$ cat src/rtl/miner_pkg.sv
// Shared types and constants for the nonce dispatcher.
package miner_pkg;

  typedef enum logic [1:0] {
    ST_IDLE = 2'd0,
    ST_RUN  = 2'd1,
    ST_DONE = 2'd2
  } state_t;

  localparam int NONCE_W_DEF = 32;

endpackage

$ cat src/rtl/miner_nonce_lane.sv
// One dispatch lane: walks lo+LANE, lo+LANE+STEP, ... up to the sampled limit.
module miner_nonce_lane #(
  parameter int NONCE_W = 32,
  parameter int STEP    = 4,
  parameter int LANE    = 0
) (
  input  logic               clk,
  input  logic               n_rst,
  input  logic               load,
  input  logic               clear,
  input  logic [NONCE_W-1:0] range_lo,
  input  logic [NONCE_W-1:0] range_hi,
  input  logic [NONCE_W-1:0] limit,
  input  logic               ready,
  output logic               valid,
  output logic [NONCE_W-1:0] value,
  output logic               exhaust
);

  localparam logic [NONCE_W:0] OFFSET = (NONCE_W+1)'(LANE);
  localparam logic [NONCE_W:0] STRIDE = (NONCE_W+1)'(STEP);

  logic [NONCE_W:0] first;
  logic [NONCE_W:0] next;
  logic             last;

  // The extra top bit catches overflow, so a lane can never wrap back to 0.
  assign first = {1'b0, range_lo} + OFFSET;
  assign next  = {1'b0, value} + STRIDE;
  assign last  = next > {1'b0, limit};

  // High when the lane holds no nonce after the coming edge.
  assign exhaust = ~valid | (ready & last);

  // NOTE: state registers use non-blocking assignments so every flop samples pre-edge values.
  always_ff @(posedge clk or negedge n_rst) begin
    if (!n_rst) begin
      valid <= 1'b0;
      value <= '0;
    end else if (clear) begin
      valid <= 1'b0;
    end else if (load) begin
      value <= first[NONCE_W-1:0];
      valid <= first <= {1'b0, range_hi};
    end else if (valid && ready) begin
      if (last) valid <= 1'b0;
      else      value <= next[NONCE_W-1:0];
    end
  end

endmodule

$ cat src/rtl/miner_nonce_dispatcher.sv
// Splits a nonce range across CORES lanes; tracks search state and transfer count.
module miner_nonce_dispatcher
  import miner_pkg::*;
#(
  parameter int CORES   = 4,
  parameter int NONCE_W = NONCE_W_DEF
) (
  input  logic                       clk,
  input  logic                       n_rst,
  input  logic                       start,
  input  logic                       abort,
  input  logic                       found,
  input  logic [NONCE_W-1:0]         range_lo,
  input  logic [NONCE_W-1:0]         range_hi,
  input  logic [CORES-1:0]           nonce_ready,
  output logic [CORES-1:0]           nonce_valid,
  output logic [CORES*NONCE_W-1:0]   nonce_out,
  output logic                       busy,
  output logic                       done,
  output logic                       success,
  output logic [NONCE_W:0]           issued_cnt
);

  state_t             state, state_nx;
  logic [CORES-1:0]   exhaust;
  logic [CORES-1:0]   xfer;
  logic [NONCE_W-1:0] hi_q;
  logic [NONCE_W:0]   xfer_cnt;
  logic               accept, kill, hit;

  // abort outranks start and found everywhere.
  assign accept = start & ~abort & (state != ST_RUN);
  assign kill   = abort | (found & (state == ST_RUN));
  assign xfer   = nonce_valid & nonce_ready;

  for (genvar i = 0; i < CORES; i++) begin : g_lane
    miner_nonce_lane #(
      .NONCE_W (NONCE_W),
      .STEP    (CORES),
      .LANE    (i)
    ) u_lane (
      .clk      (clk),
      .n_rst    (n_rst),
      .load     (accept),
      .clear    (kill),
      .range_lo (range_lo),
      .range_hi (range_hi),
      .limit    (hi_q),
      .ready    (nonce_ready[i]),
      .valid    (nonce_valid[i]),
      .value    (nonce_out[i*NONCE_W +: NONCE_W]),
      .exhaust  (exhaust[i])
    );
  end

  always_ff @(posedge clk or negedge n_rst) begin
    if (!n_rst) state <= ST_IDLE;
    else        state <= state_nx;
  end

  // NOTE: every combinational output gets a default first so no latch is inferred.
  always_comb begin
    state_nx = state;
    if (abort) begin
      state_nx = ST_IDLE;
    end else begin
      case (state)
        ST_IDLE, ST_DONE: if (start) state_nx = ST_RUN;
        ST_RUN:           if (found || (&exhaust)) state_nx = ST_DONE;
        default:          state_nx = ST_IDLE;
      endcase
    end
  end

  always_comb begin
    xfer_cnt = '0;
    for (int i = 0; i < CORES; i++) xfer_cnt = xfer_cnt + (NONCE_W+1)'(xfer[i]);
  end

  always_ff @(posedge clk or negedge n_rst) begin
    if (!n_rst) begin
      hi_q       <= '0;
      issued_cnt <= '0;
      hit        <= 1'b0;
    end else begin
      if (accept) hi_q <= range_hi;
      issued_cnt <= accept ? '0 : issued_cnt + xfer_cnt;
      // A found in RUN wins even when it coincides with the last transfer.
      if (abort || accept)                 hit <= 1'b0;
      else if (found && state == ST_RUN)   hit <= 1'b1;
    end
  end

  assign busy    = (state == ST_RUN);
  assign done    = (state == ST_DONE);
  assign success = done & hit;

endmodule
$ cat config.mk
export PLATFORM = sky130hd
export DESIGN_NAME = miner_nonce_dispatcher
export DESIGN_NICKNAME = d
export VERILOG_FILES = /design/src/rtl/miner_pkg.sv /design/src/rtl/miner_nonce_lane.sv /design/src/rtl/miner_nonce_dispatcher.sv
export SDC_FILE = /design/constraint.sdc
export NUM_CORES = 1
export LEC_CHECK = 0
export CAP_MARGIN = 20
export CORE_MARGIN = 2
export CORE_UTILIZATION = 50
export CTS_CLUSTER_DIAMETER = 100
export CTS_CLUSTER_SIZE = 40
export DETAILED_ROUTE_END_ITERATION = 10
export MAX_ROUTING_LAYER = met4
export PLACE_DENSITY = 0.73
export SLEW_MARGIN = 20
export SYNTH_ARGS = -nofsm -noshare
export SYNTH_HDL_FRONTEND = slang
export SYNTH_SLANG_ARGS = --single-unit
$ cat constraint.sdc
create_clock -name clk -period 6.6 [get_ports clk]
set_input_delay 1.98 -clock clk [delete_from_list [all_inputs] [get_ports clk]]
set_output_delay 1.98 -clock clk [all_outputs]
set_load 0.02 [all_outputs]
==> results.yml <==
outcome:
  outcome: "complete, no violations"
synth:
  syn-cell-area_um2: 18850
  synth_fa_ha_area_frac: 0.1778
  synth_ff_type: "dfrtp_1"
  synth-edff-count: 0
  synthMuxAreaShare: 0.002191
  synth.distinct_cells: 72
  async_reset_ff_frac: 1.000
  yosysWarnings: 0
  synth_top_family_by_area: "simple AND/OR/NAND/NOR gates"
  synth-seq-area-share: 0.2656
  avgSynthCellArea_um2: 8.162
  synth-seq-cells: 200
  synth_compound_area_frac: 0.1251
  syn_inst: 2309
  synth-simple-area-share: 0.2273
  synth_xor_area_frac: 0.1599
  mappedNetlistNets: 2648
global_route:
  grt_max_degree: 103
  grt_pass1_wl_um: 100800
  grt_pass1_vias: 17580
  overflow: 0
  grt_usage: 0.3516
  antenna_found_initial: 2
clocking:
  cts.sinks: 200
  post_cts_buffers: 0
  root_buffer: "clkbuf_16"
  ctsResizeCount: 0
  ctsHoldBuffers: 0
  cts_tree: "yes"
  cts-htree-levels: 4
  max-clock-path-buffers: 2
  clk_latency_ns: 0.48
  numCtsBuffers: 17
  cts.clk_slew.worst_paths_ns: 0.08
sta:
  max_slew_margin: 0.2166
  finClkSkew_ns: 0.01182
  tightest_slew_ns: 1.172
  finalCritPeriodShare: 0.8637
  final-hold-violation-count: 0
  tns_ns: 0
  period_minus_slack_ns: 5.701
  maxClockFrequency_mhz: 175.4
  hold_slack_ns: 0.5473
  slew_viol_final: 0
  grt_setup_unrepaired: "no"
  setup_viol: 0
critical_path:
  crit_chain: "clkdlybuf4s50_1 > buf_4 > inv_1 > ha_1 > a21oi_1 > nor3_1 > nand3_1 > nor2_1 > nand3_1 > nor2_1 > xor2_1 > ha_1 > nand4_1 > nor3b_1 > nand3_1 > o22ai_1 > a41oi_1 > o2bb2ai_1"
  rr_worst_depth: 18
  cp_data_required_time_ns: 6.99
  r2r_start: "g_lane[3].u_lane.value[2]"
  worst_path_largest_cell_delay_ns: 0.47
  rrSetupSlack_ns: 0.99
  slowest_stage: "nor2_1"
  critical_path_class: "input port to flip-flop"
  r2r_end: "g_lane[3].u_lane.value[18]"
  cp.depth: 18
  cp.arrival_ns: 6.10
  cp-start-kind: "input port"
  endpoint_kind: "flip-flop"
  cpMostUsedCell: "nand3_1"
  crit_fanout: 7
  crit_buf_inv: 3
  cp_top_family: "simple AND/OR/NAND/NOR gates"
placed_design:
  gp_congestion: 1.013
  portBuffers: 240
  hpwl_um: 53690
floorplan:
  fp.dieArea_um2: 39260
  placementRows: 71
  chipHeight_um: 198.2
  ios: 241
  coreArea_um2: 37400
  die_w_um: 198.2
  start_util: 0.5039
worst_hold_path:
  min-delay-start: "g_lane[1].u_lane.value[1]"
  worst_hold_path.endpoint: "g_lane[1].u_lane.value[1]"
  hold_depth: 2
  hp-class: "flip-flop to flip-flop"
drt:
  route.vias.total: 17880
  wire_per_inst_um: 21.85
  drt_first_iter_violations: 1485
  dr.pass1.iters: 5
  wl_um: 66480
  ant_nets: 0
  route.detailed.drc: 0
  routed_via_density: 5.876
finish:
  nets: 2855
  final_layout_size_suffix_gt1_frac: 0.03956
  multiInputGateArea_um2: 13060
  syn_to_final_growth_pct: 19.11
  fillers: 3355
  layout_commonest_cell: "nand2_1"
  mostFrequentLayoutCells: "nand2_1 (372), ha_1 (263), clkdlybuf4s50_1 (239), xor2_1 (203), dfrtp_1 (200)"
  register_area_um2: 5005
pwr:
  p_leak_nw: 9.865
  p_per_area_nw_per_um2: 228.5
  ir_drop_uv: 211.2
job:
  maxCapViolations: 0
==> power by group <==
part           total (W)  switching, W  leakage [nW]  internal (W)
logic            0.00229       0.00132          7.06      0.000973
clock network    0.00109      0.000552         0.278      0.000538
registers        0.00175      0.000327          2.53       0.00142
==> registers in the layout, indices dropped and copies added (netlist names) <==
| register | count |
|---|---|
| hi_q | 32 |
| hit | 1 |
| g_lane.u_lane.valid | 4 |
| issued_cnt | 33 |
| state | 2 |
| g_lane.u_lane.value | 128 |
==> worst min-delay path, cell delays in order, from the launching register on <==
cell and delay [ns]:
dfrtp_1 0.39, nand2_1 0.06, o21ai_0 0.07
==> kinds of logic (layout without fill, tap and decap cells) <==
kind of cell	Yosys count	after routing
AND/OR/NAND/NOR	893	893
AO/OA/AOI/OAI	405	405
buffers and inverters	197	416
adder cells (fa/ha/maj)	266	266
XOR/XNOR	344	344
multiplexers	4	4
other	0	3
flip-flops	200	200
==> per-layer routing <==
layer / vias up / share of wire / global-route usage
met4: 0 / 0.043 / 0.1582
met1: 8546 / 0.44 / 0.4640
li1: 8447 / - / -
met2: 734 / 0.44 / 0.5310
met5: - / 0 / -
met3: 149 / 0.071 / 0.05570
==> cells in the mapped netlist (7+ instances only) <==
| cell | number | area share |
|---|---|---|
| ha_1 | 263 | 0.17 |
| nand3_1 | 95 | 0.025 |
| xor2_1 | 203 | 0.094 |
| nor4_1 | 14 | 0.0046 |
| inv_1 | 97 | 0.019 |
| o21ai_0 | 178 | 0.047 |
| a21o_1 | 51 | 0.020 |
| and2_1 | 16 | 0.0053 |
| o211ai_1 | 7 | 0.0028 |
| nand2_1 | 372 | 0.074 |
| xnor2_1 | 141 | 0.066 |
| clkbuf_1 | 75 | 0.015 |
| nor2b_1 | 18 | 0.0060 |
| buf_2 | 10 | 0.0027 |
| and4_1 | 14 | 0.0065 |
| nand2b_1 | 17 | 0.0056 |
| a21oi_1 | 85 | 0.023 |
| a211oi_1 | 13 | 0.0052 |
| or3_1 | 7 | 0.0023 |
| nor3_1 | 34 | 0.0090 |
| nor2_1 | 135 | 0.027 |
| dfrtp_1 | 200 | 0.27 |
| and3_1 | 49 | 0.016 |
| o21ai_1 | 30 | 0.0080 |
| nand4_1 | 90 | 0.030 |
==> per-stage QoR <==
step	instances	power, W	utilization	worst slack (ns)	cell area [µm²]
6_report	3042	0.005129	0.6002	0.8993	22450
5_1_grt	3041	0.005437	0.6002	0.5658	22450
3_3_place_gp	3008	0.003933	0.5845	0.5529	21860
2_1_floorplan	2309	0.003063	-	1.451	18850
3_5_place_dp	3008	0.004015	0.5845	0.4921	21860
4_1_cts	3039	0.005119	0.6000	0.9923	22440
==> final cells by class <==
| cell class | count | share of cell area |
|---|---|---|
| sequential | 200 | 0.2229 |
| tap | 511 | 0.02848 |
| clock buffer | 17 | 0.01895 |
| inverter | 97 | 0.01622 |
| multi-input combinational | 1912 | 0.5818 |
| clock inverter | 14 | 0.006911 |
| antenna | 3 | 0.0003344 |
| timing repair buffer | 288 | 0.1243 |
==> worst max path at each step <==
stage,startpoint,to,slack [ns]
finish,range_lo[1],g_lane[3].u_lane.valid,0.90
detailed placement,range_lo[1],g_lane[3].u_lane.valid,0.49
global placement,range_lo[1],g_lane[3].u_lane.valid,0.55
floorplan,range_lo[1],g_lane[2].u_lane.valid,1.45
global route,range_lo[2],g_lane[2].u_lane.valid,0.57
CTS,range_lo[1],g_lane[3].u_lane.valid,0.99
Note: power is estimated with default switching activity, not from simulation.
